$ cat src/rtl/flit_packetizer.sv
// flit_packetizer: injection-side writer for a router input-port FIFO.
// Turns a packet request (destination + payload length) and a stream of
// payload words into one header flit followed by body flits and a tail flit.
// Flit type is one-hot in the top three bits: 001 header, 010 body, 100 tail.
module flit_packetizer #(
   parameter int DATA_WIDTH = 32,
   parameter int ADDR_WIDTH = 2,
   parameter int LEN_WIDTH  = 8,
   parameter int SRC_ADDR   = 0
) (
   input  logic                    clk,
   input  logic                    rst,
   input  logic                    req_valid,
   output logic                    req_ready,
   input  logic [ADDR_WIDTH-1:0]   req_dst,
   input  logic [LEN_WIDTH-1:0]    req_len,
   input  logic                    data_valid,
   input  logic [DATA_WIDTH-1:0]   data_in,
   output logic                    data_ready,
   input  logic                    full,
   output logic                    wr_en,
   output logic [DATA_WIDTH+2:0]   flit_out,
   output logic                    busy,
   output logic                    pkt_done
);

   typedef enum logic [1:0] {
      IDLE    = 2'd0,
      HEADER  = 2'd1,
      PAYLOAD = 2'd2
   } state_t;

   localparam logic [2:0]            TYPE_HEAD = 3'b001;
   localparam logic [2:0]            TYPE_BODY = 3'b010;
   localparam logic [2:0]            TYPE_TAIL = 3'b100;
   localparam logic [ADDR_WIDTH-1:0] SRC_FIELD = ADDR_WIDTH'(SRC_ADDR);
   localparam logic [LEN_WIDTH-1:0]  LEN_ONE   = LEN_WIDTH'(1);

   state_t                state, state_nxt;
   logic [ADDR_WIDTH-1:0] dst_q;
   logic [LEN_WIDTH-1:0]  len_q;
   logic [LEN_WIDTH-1:0]  remaining;
   logic [DATA_WIDTH-1:0] hdr;
   logic                  is_tail;
   logic                  tail_written;

   // The flit being offered is the tail when only one payload word is left.
   assign is_tail = (remaining == LEN_ONE);
   assign busy    = (state != IDLE);

   // Assemble the header word: dst, source node, length, upper bits zero.
   always_comb begin
      hdr = '0;
      hdr[ADDR_WIDTH-1:0]                         = dst_q;
      hdr[2*ADDR_WIDTH-1:ADDR_WIDTH]              = SRC_FIELD;
      hdr[2*ADDR_WIDTH+LEN_WIDTH-1:2*ADDR_WIDTH]  = len_q;
   end

   // Next-state and FIFO-side outputs, all derived from registered state.
   always_comb begin
      // NOTE: every output gets a default before the case so no path through
      // the block leaves a signal unassigned, which would infer a latch.
      state_nxt    = state;
      req_ready    = 1'b0;
      data_ready   = 1'b0;
      wr_en        = 1'b0;
      flit_out     = '0;
      tail_written = 1'b0;
      case (state)
         IDLE: begin
            req_ready = 1'b1;
            if (req_valid) state_nxt = HEADER;
         end
         HEADER: begin
            flit_out = {TYPE_HEAD, hdr};
            wr_en    = ~full;
            if (!full) state_nxt = PAYLOAD;
         end
         PAYLOAD: begin
            // Ready reflects only FIFO space so the source may wait on it
            // without forming a loop through data_valid.
            data_ready   = ~full;
            wr_en        = data_valid & ~full;
            flit_out     = {(is_tail ? TYPE_TAIL : TYPE_BODY), data_in};
            tail_written = wr_en & is_tail;
            if (tail_written) state_nxt = IDLE;
         end
         default: state_nxt = IDLE;
      endcase
   end

   // State, latched request fields, payload countdown and completion pulse.
   always_ff @(posedge clk) begin
      // NOTE: non-blocking assignments keep every register updating from the
      // pre-edge values, so ordering inside this block does not matter.
      if (rst) begin
         state     <= IDLE;
         dst_q     <= '0;
         len_q     <= '0;
         remaining <= '0;
         pkt_done  <= 1'b0;
      end else begin
         state    <= state_nxt;
         pkt_done <= tail_written;
         if (state == IDLE && req_valid) begin
            dst_q <= req_dst;
            // A zero-length request still carries one word, sent as the tail.
            len_q <= (req_len == '0) ? LEN_ONE : req_len;
         end
         if (state == HEADER && !full) begin
            remaining <= len_q;
         end else if (state == PAYLOAD && wr_en) begin
            remaining <= remaining - LEN_ONE;
         end
      end
   end

endmodule

$ cat config.mk
export PLATFORM = sky130hd
export DESIGN_NAME = flit_packetizer
export DESIGN_NICKNAME = d
export VERILOG_FILES = /design/src/rtl/flit_packetizer.sv
export SDC_FILE = /design/constraint.sdc
export NUM_CORES = 1
export LEC_CHECK = 0
export CELL_PAD_IN_SITES_DETAIL_PLACEMENT = 1
export CELL_PAD_IN_SITES_GLOBAL_PLACEMENT = 2
export CORE_UTILIZATION = 18
export DETAILED_ROUTE_END_ITERATION = 16
export PLACE_DENSITY_LB_ADDON = 0.1
export RECOVER_POWER = 50
export SETUP_SLACK_MARGIN = 0.15
export SLEW_MARGIN = 20
export SYNTH_ARGS = -nofsm -noshare
export SYNTH_HDL_FRONTEND = slang
export SYNTH_SLANG_ARGS = --single-unit
$ cat constraint.sdc
create_clock -name clk -period 2.3 [get_ports clk]
set_clock_uncertainty 0.05 [all_clocks]
set_input_delay 0.345 -clock clk [delete_from_list [all_inputs] [get_ports clk]]
set_output_delay 0.345 -clock clk [all_outputs]
set_load 0.01 [all_outputs]
==> summary.md <==
| Metric | Value |
|---|---|
| Class of the tightest hold or removal check | flop to flop |
| Row cnt | 31 |
| Final Hold Vio Count | 0 |
| Synthesis-stage register bit count | 21 |
| Iteration-0 DRC Markers | 82 |
| Hold Path Cell Cnt | 2 |
| Post-synth top area cell | sky130_fd_sc_hd__dfxtp_1 |
| Fraction of the yosys area taken by sequential cells | 30.6% |
| Number of nets produced by synthesis | 232 |
| Aggregate global routing overflow | 0 |
| Endpoint class of the critical path | output port |
| Clk pin slew, worst setup/hold paths | 0.09 ns |
| Leading post-synthesis cells by instance count | sky130_fd_sc_hd__nand2_1, sky130_fd_sc_hd__and3_1, sky130_fd_sc_hd__dfxtp_1 |
| Number of vias after detailed routing | 1690 |
| Hold Crit Endpoint | dst_q[1] |
| Antenna violations before repair | 0 |
| Syn Inst Count | 178 |
| Synth Warn # | 0 |
| Critical register-to-register path startpoint | state[1] |
| Final count of pins violating max slew | 0 |
| Cells after DPL | 372 |
| Internal power component | 1.02 mW |
| Endpoint of the lowest-slack register-to-register path | remaining[5] |
| Drt total wl | 5.30 mm |
| Synthesized-area fraction occupied by ao, oa, aoi and oai cells | 22.3% |
| Maximum operating frequency | 429 MHz |
| First-pass GRT wire length | 8.16 mm |
| Static leakage | 1.21 nW |
| Fin worst setup slack | -0.0323 ns |
| Bufs on Longest Clock Path | 2 |
| Fraction of synthesized cell area in xor and xnor cells | 0.638% |
| GPL Wtd Cong | 0.736 |
| Total Nets Final | 332 |
| Portion of synthesized cell area occupied by the leading cell type | 30.6% |
| Ys async rst share | 0% |
| Area of the die | 7990 um2 |
| Clk root buf | sky130_fd_sc_hd__clkbuf_8 |
| Most frequently used flop master after synthesis | sky130_fd_sc_hd__dfxtp_1 |
| Number of ports placed on the die boundary | 87 |
| Chip Width | 89.4 um |
| Worst voltage drop across the vdd grid | 0.000255 V |
| Largest net degree at the start of global routing | 25 |
| Mapped Avg Cell Area | 7.72 um2 |
| Nature of the critical path startpoint | flop |
| Part of the power in combinational logic | 57.1% |
| Area growth syn-to-layout | 81.9% |
| Height of the die | 89.4 um |
| Residual DRC count | 0 |
| Transition at the pin with the smallest max-transition slack | 0.563 ns |
| Htree depth | 1 |
| Run status | complete, but fails checks |
| Final Critical Period | 2.33 ns |
| Endpoint required time on the critical path | 1.90 ns |
| Effective utilization at floorplan | 18.7% |
| Max-cap violations | 0 |
| Post-cts hold buffer count | 0 |
| Post-Synth Simple-Gate Area | 32.9% |
| Share of total power consumed by net switching | 40.3% |
| Core ar. | 7330 um2 |
| Relative max-transition margin | 62.5% |
| Post-route ant nets | 0 |
| Port Buffers | 86 |
| Post-layout util | 34.1% |
| Peak fanout along the critical path | 3 |
| # clock sinks | 21 |
| Total Routing Usage GR | 13.5% |
| Clock network power share | 15.0% |
| Mux cell area share after synthesis | 1.46% |
| Net switching power of the design | 0.687 mW |
| Most common cell in the netlist | sky130_fd_sc_hd__nand2_1 |
| Adder-Cell Fraction of Synth Area | 6.38% |
| Leading cell types by total area after synthesis | sky130_fd_sc_hd__dfxtp_1, sky130_fd_sc_hd__and3_1, sky130_fd_sc_hd__nand2_1 |
| Critical path class | flop to output port |
| Average wire length per cell after detail routing | 14.1 um |
| Failing checks | setup timing |
| Clock insertion delay at the later pin of the skew report | 0.26 ns |
| Diodes inserted | 0 |
| Half-perimeter wire length after detailed placement | 4.24 mm |
| Setup repair after global routing missed its margin | true |
| Area of the mapped netlist | 1370 um2 |
| Post-layout instance count excluding filler cells | 376 |
| Initial DRT Pass Iterations | 4 |
| Number of unique standard cell types used by synthesis | 35 |
| Clock buffers created by TritonCTS | 3 |
| Hold wc startpoint | dst_q[1] |
| Count of buffers added by post-CTS timing repair for setup | 0 |
| Fraction of layout cells with a size suffix above 1 | 16.2% |
| Clock tree from TritonCTS | done |
| Vias in the first global route | 1628 |
| Power Dens Cells | 682 nW/um2 |
| Sequential share of power | 27.9% |
| Dominant combinational cell family by area after synthesis | simple AND/OR/NAND/NOR gates |
| EDFF count, synth | 0 |
| Post-DR vias/cell | 4.49 |
| # setup viols final | 1 |
| R2R setup slack | 0.22 ns |
| Data arrival time at the worst-slack endpoint | 1.94 ns |
| Path depth of the worst reg2reg path | 8 |
| Portion of the clock cycle consumed by the worst path in the final layout | 101% |
==> cell families (layout without fill, tap and decap cells) <==
family,Yosys count,after routing
muxes,2,2
AOI/OAI and AO/OA,43,43
adders and majority gates,7,7
buffers and inverters,20,119
and+or+nand+nor,84,84
DFF,21,21
xor gates and xnor gates,1,1
==> layout make-up <==
type / instances / area (um2)
Clock buffer: 3 / 41.3
Inverter: 8 / 30.0
Tap cell: 99 / 124
Clock inverter: 1 / 5.00
Fill cell: 888 / 4830
Timing Repair Buffer: 107 / 983
Sequential cell: 21 / 424
Multi-Input combinational cell: 137 / 891
==> worst max path at each step <==
stage                   endpoint          from
floorplan           flit_out[33]  remaining[2]
global placement    flit_out[33]  remaining[2]
detailed placement  flit_out[33]  remaining[2]
CTS                 flit_out[33]  remaining[5]
global route        flit_out[33]  remaining[5]
finish              flit_out[33]  remaining[5]
==> layer usage <==
metal	share of wire, %	track usage, %	wire (um)
met2	48	24.6	2560
met5	0	0	0
met4	1.4	3.61	73
met3	5.2	2.12	274
met1	45	16.3	2390
==> power by group through the flow <==
stage	sequential (mW)	combinational [mW]	clock, mW
finish	0.476	0.973	0.256
global placement	0.479	1.02	0
floorplan	0.474	0.528	0
detailed placement	0.480	1.02	0
CTS	0.475	1.09	0.268
global route	0.484	1.08	0.284
==> flip-flops by register name, summed over array words and instances (netlist names) <==
| name | flops |
|---|---|
| pkt_done | 1 |
| dst_q | 2 |
| len_q | 8 |
| state | 2 |
| remaining | 8 |
==> cells in the final DEF, fill, tap and decap left out, types with 3 or more instances in the layout <==
master	instances
sky130_fd_sc_hd__nor2b_1	3
sky130_fd_sc_hd__nand2_1	28
sky130_fd_sc_hd__nor2_1	8
sky130_fd_sc_hd__dlygate4sd2_1	32
sky130_fd_sc_hd__ha_1	5
sky130_fd_sc_hd__clkbuf_8	3
sky130_fd_sc_hd__dfxtp_2	3
sky130_fd_sc_hd__inv_1	6
sky130_fd_sc_hd__o21a_1	3
sky130_fd_sc_hd__buf_6	3
sky130_fd_sc_hd__nor3_1	4
sky130_fd_sc_hd__and2_4	3
sky130_fd_sc_hd__and3_1	22
sky130_fd_sc_hd__clkdlybuf4s50_1	45
sky130_fd_sc_hd__a211oi_1	3
sky130_fd_sc_hd__dlygate4sd3_1	5
sky130_fd_sc_hd__buf_4	16
sky130_fd_sc_hd__a21oi_1	13
sky130_fd_sc_hd__o21ai_0	3
sky130_fd_sc_hd__a22o_1	10
sky130_fd_sc_hd__dfxtp_1	18
==> repair_timing <==
action,4_1_cts,5_1_grt
pin swaps,4,1
hold endpoints to repair,0,0
resized for setup,59,6
endpoints found under the setup margin,36,9
==> worst max-delay path, stage by stage, from the launching register on <==
cell                      delay (ns)
sky130_fd_sc_hd__dfxtp_2        0.33
sky130_fd_sc_hd__or4_4          0.53
sky130_fd_sc_hd__or4b_4         0.54
sky130_fd_sc_hd__and2_4         0.16
sky130_fd_sc_hd__buf_6          0.11
==> metrics by stage <==
| stage | hold slack (ns) | area [um2] | setup WS (ns) | setup TNS, ns | total power, mW |
|---|---|---|---|---|---|
| floorplan | 0.387 | 1370 | 0.257 | 0 | 1.00 |
| global placement | 0.403 | 2480 | -0.173 | -0.317 | 1.50 |
| detailed placement | 0.410 | 2480 | -0.187 | -0.344 | 1.50 |
| CTS | 0.423 | 2530 | -0.0547 | -0.0911 | 1.83 |
| global route | 0.450 | 2500 | -0.0782 | -0.517 | 1.85 |
| finish | 0.413 | 2500 | -0.0323 | -0.0323 | 1.70 |
Power figures use the tool's default switching activity.
